[src/rtl/st_mm_burst_writer_pkg.sv]
// Shared types and helpers for the stream-to-memory burst writer and its FIFO.
package st_mm_burst_writer_pkg;

   typedef enum logic [1:0] {
      IDLE  = 2'd0,
      ARM   = 2'd1,
      BURST = 2'd2,
      DONE  = 2'd3
   } state_t;

   localparam int unsigned DEFAULT_DATA_WIDTH = 32;
   localparam int unsigned BYTES_PER_WORD     = DEFAULT_DATA_WIDTH / 8;

   function automatic int unsigned clog2(input int unsigned v);
      int unsigned r;
      int unsigned x;
      r = 0;
      x = 1;
      while (x < v) begin
         x = x << 1;
         r = r + 1;
      end
      return r;
   endfunction

   function automatic int unsigned bytes_per_word(input int unsigned data_width);
      return data_width / 8;
   endfunction

   // burstcount must be able to hold BURST_LEN itself, not just BURST_LEN-1
   function automatic int unsigned burstcount_width(input int unsigned burst_len);
      return clog2(burst_len) + 1;
   endfunction

endpackage

[src/rtl/st_mm_burst_writer_fifo.sv]
// Single-clock show-ahead FIFO with registered occupancy count.
module st_sync_fifo
   import st_mm_burst_writer_pkg::*;
#(
   parameter int unsigned DATA_WIDTH = 32,
   parameter int unsigned DEPTH      = 16
) (
   input  logic                    clk,
   input  logic                    reset,
   input  logic                    push,
   input  logic [DATA_WIDTH-1:0]   push_data,
   input  logic                    pop,
   output logic [DATA_WIDTH-1:0]   head,
   output logic [clog2(DEPTH):0]   count
);

   localparam int unsigned PW = clog2(DEPTH);
   localparam int unsigned CW = PW + 1;

   logic [DATA_WIDTH-1:0] mem [DEPTH];
   logic [PW-1:0]         wr_ptr;
   logic [PW-1:0]         rd_ptr;
   logic                  do_push;
   logic                  do_pop;

   assign do_pop  = pop && (count != '0);
   assign do_push = push && (count != CW'(DEPTH));
   assign head    = mem[rd_ptr];

   always_ff @(posedge clk) begin
      if (reset) begin
         wr_ptr <= '0;
         rd_ptr <= '0;
         count  <= '0;
         for (int i = 0; i < int'(DEPTH); i++) mem[i] <= '0;
      end else begin
         if (do_push) begin
            mem[wr_ptr] <= push_data;
            wr_ptr      <= wr_ptr + PW'(1);
         end
         if (do_pop) rd_ptr <= rd_ptr + PW'(1);
         case ({do_push, do_pop})
            2'b10:   count <= count + CW'(1);
            2'b01:   count <= count - CW'(1);
            default: count <= count;
         endcase
      end
   end

endmodule

[src/rtl/st_mm_burst_writer.sv]
// Drains an Avalon-ST stream into Avalon-MM memory as fixed-size incrementing bursts.
module st_mm_burst_writer
   import st_mm_burst_writer_pkg::*;
#(
   parameter int unsigned DATA_WIDTH = 32,
   parameter int unsigned ADDR_WIDTH = 32,
   parameter int unsigned LEN_WIDTH  = 16,
   parameter int unsigned BURST_LEN  = 8,
   parameter int unsigned FIFO_DEPTH = 16
) (
   input  logic                                   clk,
   input  logic                                   reset,
   input  logic                                   start,
   input  logic [ADDR_WIDTH-1:0]                  base_addr,
   input  logic [LEN_WIDTH-1:0]                   num_words,
   output logic                                   busy,
   output logic                                   done,
   input  logic                                   asi_valid,
   input  logic [DATA_WIDTH-1:0]                  asi_data,
   output logic                                   asi_ready,
   output logic [ADDR_WIDTH-1:0]                  avm_address,
   output logic                                   avm_write,
   output logic [DATA_WIDTH-1:0]                  avm_writedata,
   output logic [burstcount_width(BURST_LEN)-1:0] avm_burstcount,
   output logic [DATA_WIDTH/8-1:0]                avm_byteenable,
   input  logic                                   avm_waitrequest
);

   localparam int unsigned BPW = bytes_per_word(DATA_WIDTH);
   localparam int unsigned BCW = burstcount_width(BURST_LEN);
   localparam int unsigned CW  = clog2(FIFO_DEPTH) + 1;
   localparam logic [ADDR_WIDTH-1:0] ALIGN_MASK = ~ADDR_WIDTH'(BPW - 1);

   state_t                state, state_nxt;
   logic [ADDR_WIDTH-1:0] addr, addr_nxt;
   logic [LEN_WIDTH-1:0]  remaining, remaining_nxt;
   logic [LEN_WIDTH-1:0]  accepted, accepted_nxt;
   logic [LEN_WIDTH-1:0]  total, total_nxt;
   logic [BCW-1:0]        beat, beat_nxt;
   logic [BCW-1:0]        bw_c;
   logic [ADDR_WIDTH-1:0] avm_address_nxt;
   logic [BCW-1:0]        avm_burstcount_nxt;
   logic                  busy_nxt, done_nxt, asi_ready_nxt, avm_write_nxt;
   logic                  push_c, pop_c;
   logic [CW-1:0]         fifo_count, count_nxt;

   assign avm_byteenable = '1;
   assign push_c         = asi_valid && asi_ready;
   assign pop_c          = avm_write && !avm_waitrequest;

   st_sync_fifo #(
      .DATA_WIDTH (DATA_WIDTH),
      .DEPTH      (FIFO_DEPTH)
   ) u_fifo (
      .clk       (clk),
      .reset     (reset),
      .push      (push_c),
      .push_data (asi_data),
      .pop       (pop_c),
      .head      (avm_writedata),
      .count     (fifo_count)
   );

   // Next-state, counters and the next value of every registered output
   always_comb begin
      state_nxt          = state;
      addr_nxt           = addr;
      remaining_nxt      = remaining;
      total_nxt          = total;
      beat_nxt           = beat;
      avm_address_nxt    = avm_address;
      avm_burstcount_nxt = avm_burstcount;
      accepted_nxt       = accepted + LEN_WIDTH'(push_c);
      bw_c               = (remaining < LEN_WIDTH'(BURST_LEN)) ? BCW'(remaining) : BCW'(BURST_LEN);

      case (state)
         IDLE: begin
            if (start) begin
               addr_nxt      = base_addr & ALIGN_MASK;
               remaining_nxt = num_words;
               total_nxt     = num_words;
               accepted_nxt  = '0;
               beat_nxt      = '0;
               state_nxt     = (num_words == '0) ? DONE : ARM;
            end
         end
         ARM: begin
            if (fifo_count >= CW'(bw_c)) begin
               avm_address_nxt    = addr;
               avm_burstcount_nxt = bw_c;
               beat_nxt           = '0;
               state_nxt          = BURST;
            end
         end
         BURST: begin
            if (pop_c) begin
               if (beat == avm_burstcount - BCW'(1)) begin
                  addr_nxt      = addr + ADDR_WIDTH'(avm_burstcount) * ADDR_WIDTH'(BPW);
                  remaining_nxt = remaining - LEN_WIDTH'(avm_burstcount);
                  beat_nxt      = '0;
                  state_nxt     = (remaining == LEN_WIDTH'(avm_burstcount)) ? DONE : ARM;
               end else begin
                  beat_nxt = beat + BCW'(1);
               end
            end
         end
         DONE:    state_nxt = IDLE;
         default: state_nxt = IDLE;
      endcase

      // Outputs are registered, so derive them from the next state and next count
      count_nxt     = fifo_count + CW'(push_c) - CW'(pop_c);
      busy_nxt      = (state_nxt != IDLE);
      done_nxt      = (state_nxt == DONE);
      avm_write_nxt = (state_nxt == BURST);
      asi_ready_nxt = ((state_nxt == ARM) || (state_nxt == BURST)) &&
                      (count_nxt < CW'(FIFO_DEPTH)) && (accepted_nxt < total_nxt);
   end

   always_ff @(posedge clk) begin
      if (reset) begin
         state          <= IDLE;
         addr           <= '0;
         remaining      <= '0;
         accepted       <= '0;
         total          <= '0;
         beat           <= '0;
         avm_address    <= '0;
         avm_burstcount <= '0;
         busy           <= 1'b0;
         done           <= 1'b0;
         asi_ready      <= 1'b0;
         avm_write      <= 1'b0;
      end else begin
         state          <= state_nxt;
         addr           <= addr_nxt;
         remaining      <= remaining_nxt;
         accepted       <= accepted_nxt;
         total          <= total_nxt;
         beat           <= beat_nxt;
         avm_address    <= avm_address_nxt;
         avm_burstcount <= avm_burstcount_nxt;
         busy           <= busy_nxt;
         done           <= done_nxt;
         asi_ready      <= asi_ready_nxt;
         avm_write      <= avm_write_nxt;
      end
   end

endmodule

[config.mk]
export PLATFORM = sky130hd
export DESIGN_NAME = st_mm_burst_writer
export DESIGN_NICKNAME = d
export VERILOG_FILES = /design/src/rtl/st_mm_burst_writer_pkg.sv /design/src/rtl/st_mm_burst_writer_fifo.sv /design/src/rtl/st_mm_burst_writer.sv
export SDC_FILE = /design/constraint.sdc
export NUM_CORES = 1
export LEC_CHECK = 0
export BUFFER_PORTS_ARGS = -buffer_cell sky130_fd_sc_hd__buf_2
export CAP_MARGIN = 20
export CORE_MARGIN = 2
export CORE_UTILIZATION = 30
export DETAILED_ROUTE_END_ITERATION = 6
export GPL_ROUTABILITY_DRIVEN = 1
export HOLD_SLACK_MARGIN = 0.02
export PLACE_DENSITY = 0.55
export SLEW_MARGIN = 20
export SYNTH_ARGS = -nofsm -noshare
export SYNTH_HDL_FRONTEND = slang
export SYNTH_SLANG_ARGS = --single-unit
export TNS_END_PERCENT = 50
[constraint.sdc]
create_clock -name clk -period 7.25 [get_ports clk]
set_input_delay 1.45 -clock clk [delete_from_list [all_inputs] [get_ports clk]]
set_output_delay 1.45 -clock clk [all_outputs]
set_load 0.05 [all_outputs]
Word level (Yosys, flattened, before mapping)
Memory sizes are Yosys's and may differ from the RTL's. A register that Yosys moved wholly into a read port is not among the register bits.
Cells that the tools add are included.
{"block": "word_totals", "word_cells": 101, "inputBits": 85, "memories": 1, "output_inout_bits": 76, "reg_bits": 139, "ramBits": 512}
{"block": "op_classes", "reduce_logical": 19, "eq_ne": 15, "n_lt_le_gt_ge": 4, "n_addsub": 11, "mux": 36}
{"memory": "u_fifo.mem", "depth": 16, "width": 32, "read_ports": 1, "rd_clocked_by_memory_dff": 1, "wr": 16, "line_no": "st_mm_burst_writer_fifo.sv:20", "source": "logic [DATA_WIDTH-1:0] mem [DEPTH];"}
{"op": "$mux W32", "count": 4}
{"op": "$mux W16", "count": 7}
{"op": "$pmux W32 S2", "count": 1}
{"op": "$add A32 B6 Y32", "count": 1}
{"op": "$mux W4", "count": 8}
{"op": "$pmux W16 S2", "count": 1}
{"op": "$reduce_or A32 Y1", "count": 1}
{"op": "$add A16 B1 Y16", "count": 1}
{"op": "$eq A16 B4 Y1", "count": 1}
{"op": "$logic_not A16 Y1", "count": 1}
{"op": "$lt A16 B16 Y1", "count": 1}
{"op": "$lt A16 B4 Y1 const B", "count": 1}
{"op": "$sub A16 B4 Y16", "count": 1}
{"op": "$add A4 B1 Y4 const B", "count": 3}
{"op": "$mux W2", "count": 6}
{"op": "$pmux W4 S3", "count": 1}
{"op": "$eq A2 B2 Y1 const B", "count": 5}
{"op": "$pmux W5 S2", "count": 1}
{"op": "$ne A2 B2 Y1 const B", "count": 4}
{"op": "$pmux W2 S4", "count": 1}
{"op": "$reduce_and A4 Y1", "count": 2}
{"op": "$eq A2 B1 Y1 const B", "count": 3}
{"op": "$logic_and A1 B1 Y1", "count": 6}
{"op": "$mux W1", "count": 6}
{"op": "other kinds (16)", "count": 18}

Depth between registers and ports, before layout
{"block": "depth", "word_depth": 9, "depth_mapped": 16, "mapped_depth_nobuf": 16}

By module
Synthesis repeated with hierarchy kept, for this count alone.
{"block": "hier_totals", "hier_cells": 2397, "area_unflattened_um2": 30953.4}
{"module": "st_sync_fifo", "area_each_um2": 24056.8, "cells_per_inst": 1522, "seq_area_each_um2": 15715.1, "instances": 1}
{"module": "st_mm_burst_writer", "area_each_um2": 6896.6, "cells_per_inst": 875, "seq_area_each_um2": 2442.3, "instances": 1}

Worst setup path after synthesis
OpenSTA, ideal clock, no wires.
{"block": "synth_path", "path_type": "in2reg", "start": "input port asi_valid", "end": "memory u_fifo.mem[15][0], enable pin", "setup_time_ns": 0.466, "required_time_ns": 6.784, "setup_slack_ns": 2.290, "path_buffers": 0, "cell_stages": 5, "arrival_time_ns": 4.494, "cell_sequence": "nand2_1 -> a41oi_4 -> and2_1 -> nand2_1 -> o21ai_0"}
{"item": "start: declaration", "line_no": "st_mm_burst_writer.sv:18", "source": "input logic asi_valid,"}
{"item": "end: declaration", "line_no": "st_mm_burst_writer_fifo.sv:20"}

==> flow_metrics.py <==
metrics = {
    "floorplan": {
        "num_rows": 116,
        "die_h_um": 322,
        "initial_core_util_pct": 30.3,
        "core_um2": 100000,
        "dieArea_um2": 104000,
        "pin_count": 161,
        "fp.dieW_um": 322,
    },
    "logic_synthesis": {
        "synth_warnings": 0,
        "synthTopCellsByArea": "edfxtp_1 (51%), mux4_2 (12%), and2_1 (11%), dfxtp_1 (9.2%), ha_1 (2.0%)",
        "yosysTopAreaCell": "edfxtp_1",
        "synth.distinct_cells": 71,
        "synthTopCellsByCount": "and2_1 (518), edfxtp_1 (512), mux4_2 (160)",
        "synth_area_per_cell_um2": 13.3,
        "synth_most_common_cell": "and2_1",
        "synth_seq_cells": 651,
        "async_reset_ff_share_pct": 0,
        "synth_top_area_share_pct": 50.7,
        "seq_area_frac_synth_pct": 59.8,
        "syn_inst": 2276,
        "synth_edf_count": 512,
        "synth_flop_cell": "edfxtp_1",
        "synthesis.area_um2": 30300,
    },
    "power": {
        "p_leak_nw": 12.5,
        "p_clk_share_pct": 43.1,
        "combinationalPowerShare_pct": 7.2,
        "switchingPower_w": 0.00208,
        "intPower_w": 0.00643,
        "power.density_nw_per_um2": 243,
        "switching_share_pct": 24.5,
        "ir_worst_vdd_v": 0.000188,
        "p_seq_share_pct": 49.7,
    },
    "critical_path": {
        "path_depth": 4,
        "path_cells": "buf_12 > mux4_2 > mux4_2 > buf_2",
        "r2r_setup_slack_ns": 2.97,
        "r2r_start": "remaining[5]",
        "cp_data_required_time_ns": 5.80,
        "critPathArrivalTime_ns": 3.34,
        "crit_path_frequent_cell": "mux4_2",
        "path_delay_family": "multiplexers",
        "slowest_stage": "dfxtp_4",
        "reg2reg_depth": 15,
        "criticalPathCategory": "flip-flop to output port",
        "worstSetupStartpointType": "flip-flop",
        "critPathBufInv": 2,
        "crit_fanout": 90,
        "cpPeakStageDelay_ns": 0.80,
        "reg2reg_to": "asi_ready",
        "cp-end-kind": "output port",
    },
    "drt": {
        "drc": 0,
        "ant_nets": 0,
        "drt-met1-wl_um": 36300,
        "wl_met2_um": 40500,
        "wl_per_cell_um": 22.9,
        "drt_iter0_drc": 1893,
        "finalWirelength_um": 85600,
        "firstDrtPassIters": 5,
        "top_layer_used": "met5",
        "vias": 19000,
        "via_per_inst": 5.10,
        "met3RoutedLength_um": 6570,
    },
    "global_routing": {
        "grt_max_degree": 91,
        "grt_pass1_wl_um": 126000,
        "antenna_found_initial": 10,
        "grt.total_usage_pct": 16.5,
        "grt.overflow.total": 0,
        "grt_pass1_vias": 19500,
    },
    "status": {
        "status": "complete, no violations",
    },
    "sta": {
        "slew_headroom_pct": 36.0,
        "setup_tns_ns": 0,
        "finalClockSkew_ns": 0.0412,
        "fin_crit_ns": 4.79,
        "rsz0062_at_grt": "no",
        "tightest_slew_ns": 0.961,
        "timing.final.ws_setup_ns": 2.46,
        "max_freq_mhz": 209,
        "setup_viol_count_final": 0,
        "slew_violations": 0,
        "post-route-period-util_pct": 66.1,
        "hold_viol": 0,
    },
    "hold_path": {
        "hold_start": "avm_address[31]",
        "hold_path.class": "flip-flop to flip-flop",
        "worstHoldEndpoint": "avm_address[31]",
        "min_path_cells": 2,
    },
    "cts": {
        "cts_tree": "done",
        "cts_made_buffers": 75,
        "clkSinkCount": 651,
        "path_clk_slew_ns": 0.06,
        "cts_resized": 0,
        "postCtsSetupRepairBufs": 0,
        "insertion_delay_ns": 0.65,
        "clock_path_buffers": 3,
        "htreeDepth": 3,
        "cts_root_buffer": "clkbuf_16",
        "cts_hold_buffers": 0,
    },
    "final_layout": {
        "fillers": 9716,
        "nets": 2508,
        "drive_above_1_share_pct": 21.3,
        "areaGrowthSynthToFinish_pct": 15.3,
    },
    "place": {
        "port_buffers": 152,
        "dp_hpwl_um": 46900,
        "gp_congestion": 0.813,
        "place_ws_ns": 2.34,
    },
    "flow_run": {
        "drv_cap": 0,
    },
}
## per-layer routing
| layer | track usage, % | vias up |
|---|---|---|
| li1 | - | 8490 |
| met1 | 22.2 | 9653 |
| met2 | 26.8 | 705 |
| met3 | 3.34 | 154 |
| met4 | 4.89 | 8 |
| met5 | 0 | - |
## flip-flops by register name, summed over array words and instances, names as in the netlist, 5 cells and up, named ones only
| register | count |
|---|---|
| total | 16 |
| u_fifo.count | 5 |
| remaining | 16 |
| avm_address | 30 |
| addr | 30 |
| accepted | 16 |
| u_fifo.mem | 512 |
## worst register-to-register path, delay by kind of cell, from the launching register on
family	cells	cell delay, ns
AND/OR/NAND/NOR	7	2.12
AO/OA/AOI/OAI	5	0.98
buffers and inverters	1	0.36
flip-flops	1	0.34
adder cells (fa/ha/maj)	2	0.41
## power by group through the flow
stage | Combinational (W) | Sequential (W) | Clock (W)
after detailed placement | 0.000616 | 0.00431 | 0
after CTS | 0.000618 | 0.00423 | 0.00376
after floorplan | 0.000391 | 0.00431 | 0
after global routing | 0.000665 | 0.00425 | 0.00389
after global placement | 0.000603 | 0.00430 | 0
final | 0.000611 | 0.00423 | 0.00367
## through the flow
step | std cells | hold WS (ns) | total power, W | util (%) | instance area [um^2]
after CTS | 3725 | 0.456 | 0.00860 | 34.9 | 34900
after global routing | 3726 | 0.473 | 0.00880 | 34.9 | 35000
after detailed placement | 3592 | 0.447 | 0.00493 | 32.5 | 32600
after global placement | 3592 | 0.444 | 0.00490 | 32.5 | 32600
after floorplan | 2280 | 0.432 | 0.00470 | - | 30400
final | 3731 | 0.453 | 0.00851 | 34.9 | 35000
## placed cells by master (no fill, tap or decap), types with 6 or more instances in the layout
cell / instances
a211oi_1: 22
a31oi_1: 6
o21ai_0: 31
nand3_1: 27
clkbuf_1: 22
dfxtp_1: 135
clkinv_1: 11
nor3_1: 39
mux2i_1: 17
buf_2: 151
o31ai_1: 6
nor2b_1: 12
or2_2: 6
nor2_1: 90
nor4_1: 6
inv_1: 32
xor2_1: 17
ha_1: 48
nand4_1: 17
nor2_2: 14
nand2b_1: 7
a21oi_1: 94
clkbuf_16: 75
conb_1: 6
a21o_1: 12
and2_1: 518
o21ai_4: 12
buf_4: 46
mux4_2: 160
o22ai_1: 9
edfxtp_1: 512
nand2_1: 136
xnor2_1: 13
clkinv_2: 10
a22oi_1: 9
## area by class of cell
type	instances	area, um^2	area share [%]
flip-flops and latches	651	18200	51.9
clock buffers	97	1960	5.60
multi-input cells	1412	11500	33.0
diodes	5	12.5	0.0358
clock inverters	36	398	1.14
inverters	32	120	0.343
repair buffers	200	1170	3.34
well taps	1298	1620	4.64
## how the worst max path moves through the flow
stage	slack, ns	to
after floorplan	2.29	u_fifo.mem[15][0]
after global placement	2.40	asi_ready
after detailed placement	2.34	asi_ready
after CTS	1.92	avm_writedata[1]
after global routing	2.36	avm_writedata[1]
final	2.46	avm_writedata[1]
## cell families (layout without fill, tap and decap cells)
family                     Yosys count  count (layout)  share of synthesized area (%)
adders and majority gates           51              51                           2.18
and+or+nand+nor                    907             907                           16.7
muxes                              179             179                           12.5
AOI/OAI and AO/OA                  238             238                           4.92
other                                2              11                         0.0247
DFF                                651             651                           59.8
xor gates and xnor gates            31              31                          0.940
buffers and inverters              217             365                           2.92
(Power assumes the default switching activity.)
